$ cat src/rtl/uart_tx_arbiter.sv
// uart_tx_arbiter: round-robin sharing of one UART tx core among NUM_REQ byte producers.
// Define UART_ARB_TAG_EN to send a 0xF0|id tag byte whenever the source changes.
module uart_tx_arbiter #(
  parameter int NUM_REQ = 4,
  parameter int BUSY_TO = 64,
  localparam int IW = (NUM_REQ > 1) ? $clog2(NUM_REQ) : 1,
  localparam int CW = $clog2(BUSY_TO + 1)
) (
  input  logic                 clk,
  input  logic                 rst_n,
  input  logic [NUM_REQ-1:0]   req_valid,
  input  logic [8*NUM_REQ-1:0] req_data,
  output logic [NUM_REQ-1:0]   req_ready,
  output logic [7:0]           tx_data,
  output logic                 tx_start,
  input  logic                 tx_busy,
  output logic [IW-1:0]        grant_id,
  output logic                 busy,
  output logic                 err_timeout
);
`ifdef UART_ARB_TAG_EN
  typedef enum logic [2:0] {
    S_IDLE, S_LATCH, S_START, S_WAIT_HI, S_WAIT_LO, S_TAG_START, S_TAG_WAIT_HI, S_TAG_WAIT_LO
  } state_t;
`else
  typedef enum logic [2:0] {S_IDLE, S_LATCH, S_START, S_WAIT_HI, S_WAIT_LO} state_t;
`endif
  state_t r_state, w_nxt;
  logic [NUM_REQ-1:0] r_ready, w_ready;
  logic [7:0] r_data, w_data, r_hold, w_hold, w_sel;
  logic r_start, w_start, r_busy, r_err, w_err, w_found;
  logic [IW-1:0] r_grant, w_grant, r_ptr, w_ptr, w_win, w_idx;
  logic [CW-1:0] r_cnt, w_cnt;
`ifdef UART_ARB_TAG_EN
  logic [IW-1:0] r_tag_id, w_tag_id;
  logic r_tag_vld, w_tag_vld;
`endif
  assign req_ready = r_ready;
  assign tx_data = r_data;
  assign tx_start = r_start;
  assign grant_id = r_grant;
  assign busy = r_busy;
  assign err_timeout = r_err;
  assign w_sel = req_data[{r_grant, 3'b000} +: 8];
  // first valid requester at or after the pointer, wrapping
  always_comb begin
    w_found = 1'b0;
    w_win = '0;
    w_idx = '0;
    for (int k = 0; k < NUM_REQ; k++) begin
      w_idx = IW'((int'(r_ptr) + k) % NUM_REQ);
      if (!w_found && req_valid[w_idx]) begin
        w_found = 1'b1;
        w_win = w_idx;
      end
    end
  end
  always_comb begin
    w_nxt = r_state;
    w_ready = '0;
    w_start = 1'b0;
    w_data = r_data;
    w_hold = r_hold;
    w_ptr = r_ptr;
    w_grant = r_grant;
    w_cnt = r_cnt;
    w_err = r_err;
`ifdef UART_ARB_TAG_EN
    w_tag_id = r_tag_id;
    w_tag_vld = r_tag_vld;
`endif
    case (r_state)
      S_IDLE: if (w_found) begin
        w_nxt = S_LATCH;
        w_grant = w_win;
        w_ready = NUM_REQ'(1) << w_win;
      end
      S_LATCH: begin
        w_hold = w_sel;
        w_ptr = (r_grant == IW'(NUM_REQ - 1)) ? '0 : r_grant + 1'b1;
        w_start = 1'b1;
`ifdef UART_ARB_TAG_EN
        w_nxt = (!r_tag_vld || r_tag_id != r_grant) ? S_TAG_START : S_START;
        w_data = (!r_tag_vld || r_tag_id != r_grant) ? (8'hF0 | 8'(r_grant)) : w_sel;
`else
        w_nxt = S_START;
        w_data = w_sel;
`endif
      end
      S_START: begin
        w_nxt = S_WAIT_HI;
        w_cnt = '0;
      end
      S_WAIT_HI: begin
        if (tx_busy) w_nxt = S_WAIT_LO;
        else if (r_cnt == CW'(BUSY_TO - 1)) begin
          w_err = 1'b1;
          w_nxt = S_IDLE;
        end else w_cnt = r_cnt + 1'b1;
      end
      S_WAIT_LO: w_nxt = tx_busy ? S_WAIT_LO : S_IDLE;
`ifdef UART_ARB_TAG_EN
      S_TAG_START: begin
        w_nxt = S_TAG_WAIT_HI;
        w_cnt = '0;
      end
      // a tag timeout drops the held data byte as well
      S_TAG_WAIT_HI: begin
        if (tx_busy) w_nxt = S_TAG_WAIT_LO;
        else if (r_cnt == CW'(BUSY_TO - 1)) begin
          w_err = 1'b1;
          w_nxt = S_IDLE;
        end else w_cnt = r_cnt + 1'b1;
      end
      S_TAG_WAIT_LO: if (!tx_busy) begin
        w_nxt = S_START;
        w_start = 1'b1;
        w_data = r_hold;
        w_tag_id = r_grant;
        w_tag_vld = 1'b1;
      end
`endif
      default: w_nxt = S_IDLE;
    endcase
  end
  always_ff @(posedge clk) begin
    if (!rst_n) begin
      r_state <= S_IDLE;
      r_ready <= '0;
      r_start <= 1'b0;
      r_data <= '0;
      r_hold <= '0;
      r_ptr <= '0;
      r_grant <= '0;
      r_cnt <= '0;
      r_busy <= 1'b0;
      r_err <= 1'b0;
`ifdef UART_ARB_TAG_EN
      r_tag_id <= '0;
      r_tag_vld <= 1'b0;
`endif
    end else begin
      r_state <= w_nxt;
      r_ready <= w_ready;
      r_start <= w_start;
      r_data <= w_data;
      r_hold <= w_hold;
      r_ptr <= w_ptr;
      r_grant <= w_grant;
      r_cnt <= w_cnt;
      r_busy <= (w_nxt != S_IDLE);
      r_err <= w_err;
`ifdef UART_ARB_TAG_EN
      r_tag_id <= w_tag_id;
      r_tag_vld <= w_tag_vld;
`endif
    end
  end
endmodule

$ cat config.mk
export PLATFORM = sky130hd
export DESIGN_NAME = uart_tx_arbiter
export DESIGN_NICKNAME = d
export VERILOG_FILES = /design/src/rtl/uart_tx_arbiter.sv
export SDC_FILE = /design/constraint.sdc
export NUM_CORES = 1
export LEC_CHECK = 0
export CORE_ASPECT_RATIO = 0.8
export CORE_MARGIN = 1.5
export CORE_UTILIZATION = 27
export DETAILED_ROUTE_END_ITERATION = 10
export GPL_TIMING_DRIVEN = 1
export MAX_ROUTING_LAYER = met4
export PLACE_DENSITY = 0.57
export SETUP_SLACK_MARGIN = 0.2
export SYNTH_ARGS = -nofsm -noshare
export SYNTH_HDL_FRONTEND = slang
export SYNTH_SLANG_ARGS = --single-unit
$ cat constraint.sdc
create_clock -name clk -period 1.4 [get_ports clk]
set_input_delay 0.14 -clock clk [delete_from_list [all_inputs] [get_ports clk]]
set_output_delay 0.14 -clock clk [all_outputs]
set_load 0.03 [all_outputs]
# Word-level counts from Yosys, hierarchy flattened
# Cells that the tools add are included.
# word_totals
out_inout_bits	17
in_bits	39
reg_bits	29
wordCells	68
# classes
n_mux	26
bitwise	1
order_cmp	4
n_addsub	5
reduce_logical	13
eq_ne	8
shifts	2
# op_table
cell	count
variable part select 32 x 6 -> 8 bit	1
one-hot mux 3 bit (5 select lines)	1
two-way mux 7 bit	2
one-hot mux 7 bit (2 select lines)	1
< comparator 2 x 3 -> 1 bit, second input constant	4
two-way mux 3 bit	4
two-way mux 2 bit	5
two-way mux 1 bit	9
AND reduction 3 bit	3
binary-select mux 1 bit (select 2 bit)	4
adder 7 x 1 -> 7 bit, second input constant	1
== test 7 x 6 -> 1 bit, second input constant	1
== test 3 x 2 -> 1 bit, second input constant	2
adder 2 x 1 -> 2 bit, second input constant	2
adder 2 bit, second input constant	2
!= test 2 bit, second input constant	2
left shift 1 x 2 -> 4 bit, first input constant	1
== test 3 x 1 -> 1 bit, second input constant	1
== test 3 bit, second input constant	1
logical AND 1 bit	3
logical NOT 1 bit	3
logical NOT 3 bit	1
nonzero test 3 bit	1
== test 2 bit, second input constant	1
other kinds (3)	3

# Depth between registers and ports, before layout
# Gate-level depths: netlist of run 1.
# depth
depth_word	15
mapped_depth	6
ltp_nobuf	5

# Worst setup path before layout of run 1
# Ideal clock, no wire load.
# synth_path
path_kind	flip-flop to flip-flop
startpoint	register r_grant[0], in the netlist grant_id[0]
endpoint	register r_data[1], in the netlist tx_data[1]
stages_incl_launch_ff	5
required_time_ns	1.278
t_arrival_ns	1.477
path_buffers	1
setup_ns	0.122
slack_ns	-0.199
cell_sequence	dfxtp_1 -> buf_2 -> mux4_2 -> nand2_1 -> a21boi_0
# synth_via
elab_chain_cells	1
# synth_rtl
item	line	rtl
start, declared	32	logic [IW-1:0] r_grant, w_grant, r_ptr, w_ptr, w_win, w_idx;
start signal, assigned	149	r_grant <= w_grant;
variable part select 32 x 6 -> 8 bit	44	assign w_sel = req_data[{r_grant, 3'b000} +: 8];
end signal, assigned	146	r_data <= w_data;
end, declared	30	logic [7:0] r_data, w_data, r_hold, w_hold, w_sel;
# No other way between the ends.
# A chain may end at the register's enable or synchronous reset.

# Worst setup path in the final report of run 1
# layout_path
startpoint	register r_cnt[1]
endpoint	register r_cnt[6]
# layout_via
elab_chain_cells	4
elab_cells_between_ends	7
cone_classes	add/sub: 1; eq/ne: 2; mux: 3; reduce/logical: 1
# layout_rtl
item	line	rtl
start, declared	33	logic [CW-1:0] r_cnt, w_cnt;
start signal, assigned	150	r_cnt <= w_cnt;
adder 7 x 1 -> 7 bit	99	end else w_cnt = r_cnt + 1'b1;
two-way mux 7 bit	96	else if (r_cnt == CW'(BUSY_TO - 1)) begin
two-way mux 7 bit	95	if (tx_busy) w_nxt = S_WAIT_LO;
one-hot mux 7 bit (2 select lines)	72	case (r_state)
# Several ways; a longest one is shown, not always the timed one. The select of a mux whose other input is x is not followed.

==> impl_table.tex, run 1 <==
\begin{tabular}{lr}
\hline
Metric & Value \\
\hline
\multicolumn{2}{l}{\textbf{Hold path}} \\
\quad Origin of the worst min-delay path & tx\_data[3]\$\_SDFFE\_PN0P\_ \\
\quad Worst Hold Class & reg2reg \\
\multicolumn{2}{l}{\textbf{Floorplan}} \\
\quad Boundary Pins & 56 \\
\quad Width of the chip & $\sim$85 um \\
\quad Vertical extent of the die & 68.35 um \\
\quad Placeable core area & roughly 0.005 sq mm \\
\quad Die area & 0.005789 sq mm \\
\quad Effective utilization at floorplan & 28.46\% \\
\quad Core Rows & 23 \\
\multicolumn{2}{l}{\textbf{Detailed routing}} \\
\quad Detailed router's first-iteration violation count & 22 \\
\quad Number of detailed-routing iterations run before antenna repair & 4 \\
\quad ANT nets after route & 0 \\
\quad Via density & 4.892 \\
\quad Via Count & around 1.5k \\
\quad DRC violation count after routing & 0 \\
\quad Detailed-route wire length per cell & 14.20 um \\
\quad Total routed wirelength & 4472 um \\
\multicolumn{2}{l}{\textbf{CTS}} \\
\quad Root Buffer & clkbuf\_8 \\
\quad TritonCTS clock tree & built \\
\quad Max Root-Sink Buffers & 2 \\
\quad CTS clk-pin slew, worst paths & $\sim$0.060 ns \\
\quad \# clock sinks & 29 \\
\quad Count of H-tree levels built during CTS & 2 \\
\quad Cts hold-fix bufs & 0 \\
\quad Clock buffer count from CTS & 5 \\
\quad Clock latency on the worst-skew pair & 0.28 ns \\
\multicolumn{2}{l}{\textbf{Synthesis}} \\
\quad Per-instance average area after synthesis & 9.360 sq um \\
\quad Async S/R FF share, synth & 0\% \\
\quad Post-synth design cell area & 0.001441 sq mm \\
\quad Leading cell types by count after synthesis & dfxtp\_1, nand2\_1, a21oi\_1 \\
\quad Multiplexer share of the synthesized area & 12.50\% \\
\quad Xor and xnor area share after synthesis & 0\% \\
\quad Number of flops mapped to enable cells by yosys & 0 \\
\quad Main combinational cell family by area after synthesis & simple AND/OR/NAND/NOR gates \\
\quad Number of synthesized register bits & 29 \\
\quad Most frequently used flop master after synthesis & dfxtp\_1 \\
\quad Net count after synthesis & 195 \\
\quad Post-synthesis instance total & 154 \\
\quad Synth Area in Compound Gates & between 15 and 20\% \\
\quad Post-Synth Simple-Gate Area & 24.83\% \\
\quad Yosys top cell area share & 40.28\% \\
\quad Library cell occupying the most area in the post-synthesis netlist & dfxtp\_1 \\
\quad Main area contributors after synthesis & dfxtp\_1, mux4\_2, nand2\_1 \\
\quad Unique masters post-synth & 40 \\
\quad Post-synthesis adder-cell area fraction & 1.736\% \\
\quad Sequential cell area fraction in the yosys report & 40.28\% \\
\quad Warnings from Yosys & 0 \\
\multicolumn{2}{l}{\textbf{STA}} \\
\quad Crit path setup slack, layout & -0.05494 ns \\
\quad Worst hold margin & $\sim$0.46 ns \\
\quad Final Hold Vio Count & 0 \\
\quad Clock Skews & 0.002730 ns \\
\quad Highest attainable clock frequency & 0.6873 GHz \\
\quad Count of endpoints failing setup in the final report & 6 \\
\quad RSZ-0062 raised after global routing & true \\
\quad Number of max-slew violations in the final report & 0 \\
\quad Setup TNS & -0.1834 ns \\
\quad Final worst path period need & 1.455 ns \\
\quad Relative max-transition margin & between 70\% and 80\% \\
\quad Period Utilization, post-route & 103.9\% \\
\quad Worst-Margin Slew & around 0.35 ns \\
\multicolumn{2}{l}{\textbf{Placed design}} \\
\quad Dpl cells & 289 \\
\quad Port Buffers & 55 \\
\quad Setup slack at placement & -0.2334 ns \\
\quad Detailed placement HPWL & 3014 um \\
\quad Final weighted congestion of routability-driven global placement & around 0.75 \\
\multicolumn{2}{l}{\textbf{Cells and area}} \\
\quad Post-Layout Cell Count & 315 \\
\quad Net count reported at finish & about 290 \\
\quad Fraction of final layout cells sized beyond drive strength 1 & 42.29\% \\
\quad Area overhead of the layout relative to synthesis & 88.11\% \\
\quad Total inserted antenna cells & 0 \\
\multicolumn{2}{l}{\textbf{Run}} \\
\quad Max Cap Viol & 0 \\
\multicolumn{2}{l}{\textbf{Worst setup path}} \\
\quad Nature of the critical path endpoint & register \\
\quad Critical path launch point & r\_cnt[1]\$\_SDFFE\_PN0P\_ \\
\quad WS Path Type & reg2reg \\
\quad Worst r2r src & r\_cnt[1]\$\_SDFFE\_PN0P\_ \\
\quad Critical Path, Cell by Cell & ha\_4 -> nand4b\_1 -> buf\_4 -> o211ai\_4 -> buf\_4 -> o311a\_1 \\
\quad Largest stage delay on the critical path & 0.33 ns \\
\quad Cell at the slowest stage of the critical path & dfxtp\_2 \\
\quad Crit path buffers/inverters & 2 \\
\quad Worst path top cell family by delay & compound AO/OA/AOI/OAI gates \\
\quad Critical Path RT & about 1.6 ns \\
\quad Maximum fanout count along the critical path & 7 \\
\quad Setup crit start kind & register \\
\quad Signal arrival time at the worst endpoint & 1.62 ns \\
\quad CP dominant cell by count & buf\_4 \\
\multicolumn{2}{l}{\textbf{GRT}} \\
\quad Global routing usage summed across all routing layers & 16.19\% \\
\quad Grt total ovfl & 0 \\
\quad Vias in the first global route & 1449 \\
\quad Global-route wire length before repair & 6768 um \\
\quad Maximum number of pins on one net before global-route repair & 23 \\
\quad Initial antenna violation count & 0 \\
\multicolumn{2}{l}{\textbf{Power and ir drop}} \\
\quad Power density cells & 1068 mW/mm\^{}2 \\
\quad Worst ir drop on vdd & 0.4714 mV \\
\quad Cell leakage power & 1.065 nW \\
\quad Design Power & slightly below 3 mW \\
\multicolumn{2}{l}{\textbf{Run status}} \\
\quad Outcome & complete, but fails checks \\
\quad Violated checks & setup timing \\
\hline
\end{tabular}
## cell usage in the layout, fill, tap and decap left out, types with 3 or more instances in the layout
master	count
clkdlybuf4s50_1	36
buf_4	26
dfxtp_1	21
nand2_1	15
nand2_2	13
buf_6	13
dlygate4sd2_1	10
a21oi_1	9
a21boi_1	9
mux4_2	8
clkbuf_8	7
dfxtp_2	7
clkdlybuf4s15_1	7
o21ai_0	5
or3_1	4
inv_1	3
nor2b_1	3
nand2b_1	3
nor2_1	3
## report_power, final
part / total [mW] / leakage [nW] / internal (mW) / switching (mW)
clock: 0.760 / 0.0542 / 0.443 / 0.317
sequential: 0.973 / 0.240 / 0.913 / 0.0595
combinational: 1.16 / 0.771 / 0.630 / 0.534
## worst paths after layout
check	to	slack (ns)	depth (start not counted)
min reg2reg	tx_data[3]$_SDFFE_PN0P_	0.46	2
min	tx_data[3]$_SDFFE_PN0P_	0.46	2
max	r_cnt[6]$_SDFFE_PN0P_	-0.05	6
max reg2reg	r_cnt[6]$_SDFFE_PN0P_	-0.05	6
## logic make-up (layout without fill, tap and decap cells)
| family | count (synthesis) | after routing |
|---|---|---|
| mux | 8 | 8 |
| fa+ha+maj | 2 | 2 |
| buf+inv | 10 | 107 |
| simple gates | 67 | 68 |
| flops | 29 | 29 |
| compound gates | 38 | 39 |
## what timing repair did
| item | 4_1_cts | 5_1_grt |
|---|---|---|
| buffers inserted | 6 | 9 |
| pin swaps | 15 | 25 |
| gates resized for setup | 44 | 44 |
| gates cloned | 2 | 1 |
| setup endpoints to repair | 43 | 30 |
## worst min-delay path: stages, from the launching register on
cell	delay (ns)
dfxtp_1	0.32
nand2_2	0.05
a21boi_1	0.05
## through the flow
step | instance area, sq um | util [%]
global placement | 2265 | 44.71
floorplan | 1500 | -
detailed placement | 2265 | 44.71
finish | 2711 | 53.53
global route | 2711 | 53.53
CTS | 2514 | 49.63
## layer usage
metal | global-route usage, % | part of all wire, %
met1 | 19.33 | 46
met2 | 25.50 | 45
met3 | 4.704 | 6.8
met4 | 7.863 | 2.0
met5 | - | 0
## sequential cells by signal, indices dropped and copies added (netlist names)
| name | cells |
|---|---|
| req_ready | 4 |
| tx_start | 1 |
| r_ptr | 2 |
| busy | 1 |
| grant_id | 2 |
| err_timeout | 1 |
| r_cnt | 7 |
| tx_data | 8 |
| r_state | 3 |
## cell type report
| cell class | instances | area, sq um |
|---|---|---|
| inverter | 3 | 11.26 |
| sequential | 29 | 593.1 |
| multi-input combinational | 117 | 1018 |
| fill | 472 | 2354 |
| timing repair buffer | 96 | 909.6 |
| tap | 62 | 77.57 |
| clock inverter | 1 | 5.005 |
| clock buffer | 7 | 96.34 |
(Power assumes the default switching activity.)
==> inputs of run 2 (changes only) <==
--- a/config.mk
+++ b/config.mk
@@ -6,7 +6,7 @@
 export NUM_CORES = 1
 export LEC_CHECK = 0
 export CORE_ASPECT_RATIO = 0.8
-export CORE_MARGIN = 1.5
+export CORE_MARGIN = 3
 export CORE_UTILIZATION = 27
 export DETAILED_ROUTE_END_ITERATION = 10
 export GPL_TIMING_DRIVEN = 1
==> impl_table.tex, run 2 (synthesized netlist as in run 1, its figures left out) <==
\begin{tabular}{lr}
\hline
Metric & Value \\
\hline
\multicolumn{2}{l}{\textbf{Cells and area}} \\
\quad Post-layout utilization of the core & 52.03\% (was 53.53\%) \\
\quad Number of flip-flops in the largest register & 8 (unchanged) \\
\quad Most common library cell in the layout ignoring fill and taps & clkdlybuf4s50\_1 (unchanged) \\
\quad Net count reported at finish & 287 (was 293) \\
\quad Area overhead of the layout relative to synthesis & 83.85\% (was 88.11\%) \\
\quad Post-Layout Cell Count & 309 (was 315) \\
\quad Commonest cells after routing, fill and taps aside & clkdlybuf4s50\_1, buf\_4, dfxtp\_1 (unchanged) \\
\quad Fillcell total & 456 (was 472) \\
\quad Total inserted antenna cells & 0 (unchanged) \\
\quad Post-Layout Inst Area & 0.002650 sq mm (was 0.002711 sq mm) \\
\quad Fraction of final layout cells sized beyond drive strength 1 & 39.68\% (was 42.29\%) \\
\multicolumn{2}{l}{\textbf{Detailed routing}} \\
\quad DRC violation count after routing & 0 (unchanged) \\
\quad Total routed wirelength & 4053 um (was 4472 um) \\
\quad Detailed router's first-iteration violation count & 52 (was 22) \\
\quad Via Count & 1473 (was 1541) \\
\quad Via density & 4.767 (was 4.892) \\
\quad ANT nets after route & 0 (unchanged) \\
\quad Detailed-route wire length per cell & 13.12 um (was 14.20 um) \\
\quad Number of detailed-routing iterations run before antenna repair & 4 (unchanged) \\
\multicolumn{2}{l}{\textbf{Worst setup path}} \\
\quad Largest stage delay on the critical path & 0.36 ns (was 0.33 ns) \\
\quad Signal arrival time at the worst endpoint & 1.67 ns (was 1.62 ns) \\
\quad WS Path Type & reg2reg (unchanged) \\
\quad Critical Path RT & 1.61 ns (was 1.57 ns) \\
\quad Setup crit start kind & register (unchanged) \\
\quad Nature of the critical path endpoint & register (unchanged) \\
\quad Cell at the slowest stage of the critical path & o211ai\_2 (was dfxtp\_2) \\
\quad Worst path top cell family by delay & compound AO/OA/AOI/OAI gates (unchanged) \\
\quad Critical Path, Cell by Cell & ha\_4 -> nand4b\_1 -> o211ai\_2 -> buf\_4 -> o21ai\_2 -> a21oi\_1 (was ha\_4 -> nand4b\_1 -> buf\_4 -> o211ai\_4 -> buf\_4 -> o311a\_1) \\
\quad Maximum fanout count along the critical path & 7 (unchanged) \\
\quad Crit path buffers/inverters & 1 (was 2) \\
\multicolumn{2}{l}{\textbf{Power and ir drop}} \\
\quad Part of the power in registers & 35.7\% (was 33.6\%) \\
\quad Cell leakage power & 1.030 nW (was 1.065 nW) \\
\quad Worst ir drop on vdd & 0.4456 mV (was 0.4714 mV) \\
\quad Power dissipated by switching net loads & 0.8739 mW (was 0.9104 mW) \\
\quad Sw frac & 32.07\% (was 31.43\%) \\
\quad Design Power & 2.725 mW (was 2.897 mW) \\
\quad Internal & 1.851 mW (was 1.986 mW) \\
\quad Relative contribution of combinational cells to total power & 40.3\% (was 40.2\%) \\
\quad Power density cells & 1028 mW/mm\^{}2 (was 1068 mW/mm\^{}2) \\
\quad Clk network pwr share & 24.0\% (was 26.2\%) \\
\multicolumn{2}{l}{\textbf{Floorplan}} \\
\quad Placeable core area & 0.005094 sq mm (was 0.005065 sq mm) \\
\quad Width of the chip & 87.69 um (was 84.69 um) \\
\quad Die area & 0.006257 sq mm (was 0.005789 sq mm) \\
\quad Core Rows & 23 (unchanged) \\
\quad Effective utilization at floorplan & 28.30\% (was 28.46\%) \\
\quad Boundary Pins & 56 (unchanged) \\
\quad Vertical extent of the die & 71.35 um (was 68.35 um) \\
\multicolumn{2}{l}{\textbf{STA}} \\
\quad Count of endpoints failing setup in the final report & 5 (was 6) \\
\quad Relative max-transition margin & 66.37\% (was 76.26\%) \\
\quad Clock Skews & 0.005729 ns (was 0.002730 ns) \\
\quad Number of max-slew violations in the final report & 0 (unchanged) \\
\quad Setup TNS & -0.2005 ns (was -0.1834 ns) \\
\quad Highest attainable clock frequency & 0.6858 GHz (was 0.6873 GHz) \\
\quad Crit path setup slack, layout & -0.05812 ns (was -0.05494 ns) \\
\quad RSZ-0062 raised after global routing & true (unchanged) \\
\quad Worst-Margin Slew & 0.4991 ns (was 0.3537 ns) \\
\quad Final worst path period need & 1.458 ns (was 1.455 ns) \\
\quad Worst hold margin & 0.4583 ns (was 0.4588 ns) \\
\quad Period Utilization, post-route & 104.2\% (was 103.9\%) \\
\quad Final Hold Vio Count & 0 (unchanged) \\
\multicolumn{2}{l}{\textbf{GRT}} \\
\quad Initial antenna violation count & 0 (unchanged) \\
\quad Grt total ovfl & 0 (unchanged) \\
\quad Maximum number of pins on one net before global-route repair & 23 (unchanged) \\
\quad Global-route wire length before repair & 6824 um (was 6768 um) \\
\quad Vias in the first global route & 1464 (was 1449) \\
\quad Global routing usage summed across all routing layers & 14.37\% (was 16.19\%) \\
\multicolumn{2}{l}{\textbf{CTS}} \\
\quad Count of H-tree levels built during CTS & 2 (unchanged) \\
\quad Root Buffer & clkbuf\_8 (unchanged) \\
\quad \# clock sinks & 29 (unchanged) \\
\quad Max Root-Sink Buffers & 2 (unchanged) \\
\quad CTS clk-pin slew, worst paths & 0.06 ns (about the same) \\
\quad Clock latency on the worst-skew pair & 0.28 ns (about the same) \\
\quad TritonCTS clock tree & built (unchanged) \\
\quad Cts hold-fix bufs & 0 (unchanged) \\
\quad Clock buffer count from CTS & 5 (unchanged) \\
\multicolumn{2}{l}{\textbf{Placed design}} \\
\quad Total cell area at the placement stage & 0.002242 sq mm (was 0.002265 sq mm) \\
\quad Setup slack at placement & -0.2613 ns (was -0.2334 ns) \\
\quad Detailed placement HPWL & 2823 um (was 3014 um) \\
\quad Dpl cells & 286 (was 289) \\
\quad Port Buffers & 55 (unchanged) \\
\quad Final weighted congestion of routability-driven global placement & 0.7310 (was 0.7527) \\
\multicolumn{2}{l}{\textbf{Hold path}} \\
\quad Worst Hold Class & reg2reg (unchanged) \\
\multicolumn{2}{l}{\textbf{Run status}} \\
\quad Violated checks & setup timing (unchanged) \\
\quad Outcome & complete, but fails checks (unchanged) \\
\multicolumn{2}{l}{\textbf{Run}} \\
\quad Max Cap Viol & 0 (unchanged) \\
\hline
\end{tabular}
## run 2: layout make-up
| type | count | area, sq um | share of cell area [%] |
|---|---|---|---|
| Multi-Input combinational cell | 116 | 1026 | 38.72 |
| Tap cell | 62 | 77.57 | 2.927 |
| Clock buffer | 8 | 80.08 | 3.022 |
| Inverter | 3 | 11.26 | 0.4249 |
| Sequential cell | 29 | 599.3 | 22.62 |
| Timing Repair Buffer | 91 | 855.8 | 32.29 |
## run 2: metal layers
| layer | global-route usage (%) | up-vias | routed length, um |
|---|---|---|---|
| li1 | - | 747 | - |
| met1 | 18.06 | 681 | 1873 |
| met3 | 4.598 | 5 | 269 |
| met5 | - | - | 0 |
| met4 | 4.600 | 0 | 34 |
| met2 | 21.91 | 40 | 1875 |
## run 2: worst min-delay path, delay by kind of cell, from the launching register on
family | cells | cell delay (ns)
flip-flops | 1 | 0.31
AO/OA/AOI/OAI | 1 | 0.04
AND/OR/NAND/NOR | 1 | 0.06
## run 2: final timing paths
path	depth (start not counted)	from	slack [ns]	end
max	6	r_cnt[1]$_SDFFE_PN0P_	-0.06	r_cnt[2]$_SDFFE_PN0P_
min	2	tx_data[6]$_SDFFE_PN0P_	0.46	tx_data[6]$_SDFFE_PN0P_
max reg2reg	6	r_cnt[1]$_SDFFE_PN0P_	-0.06	r_cnt[2]$_SDFFE_PN0P_
min reg2reg	2	tx_data[6]$_SDFFE_PN0P_	0.46	tx_data[6]$_SDFFE_PN0P_
## run 2: power by group through the flow
stage | sequential [mW] | clock, mW | combinational [mW]
global placement | 0.994 | 0 | 0.847
finish | 0.972 | 0.653 | 1.10
CTS | 0.969 | 0.676 | 1.08
global route | 0.982 | 0.725 | 1.19
detailed placement | 0.994 | 0 | 0.850
floorplan | 1.09 | 0 | 0.417
## run 2: repair_timing
action,in CTS,in global routing
buffers inserted,14,0
gates cloned,1,0
endpoints found under the hold margin,0,0
resized for setup,69,18
endpoints found under the setup margin,44,34
pin swaps,30,6
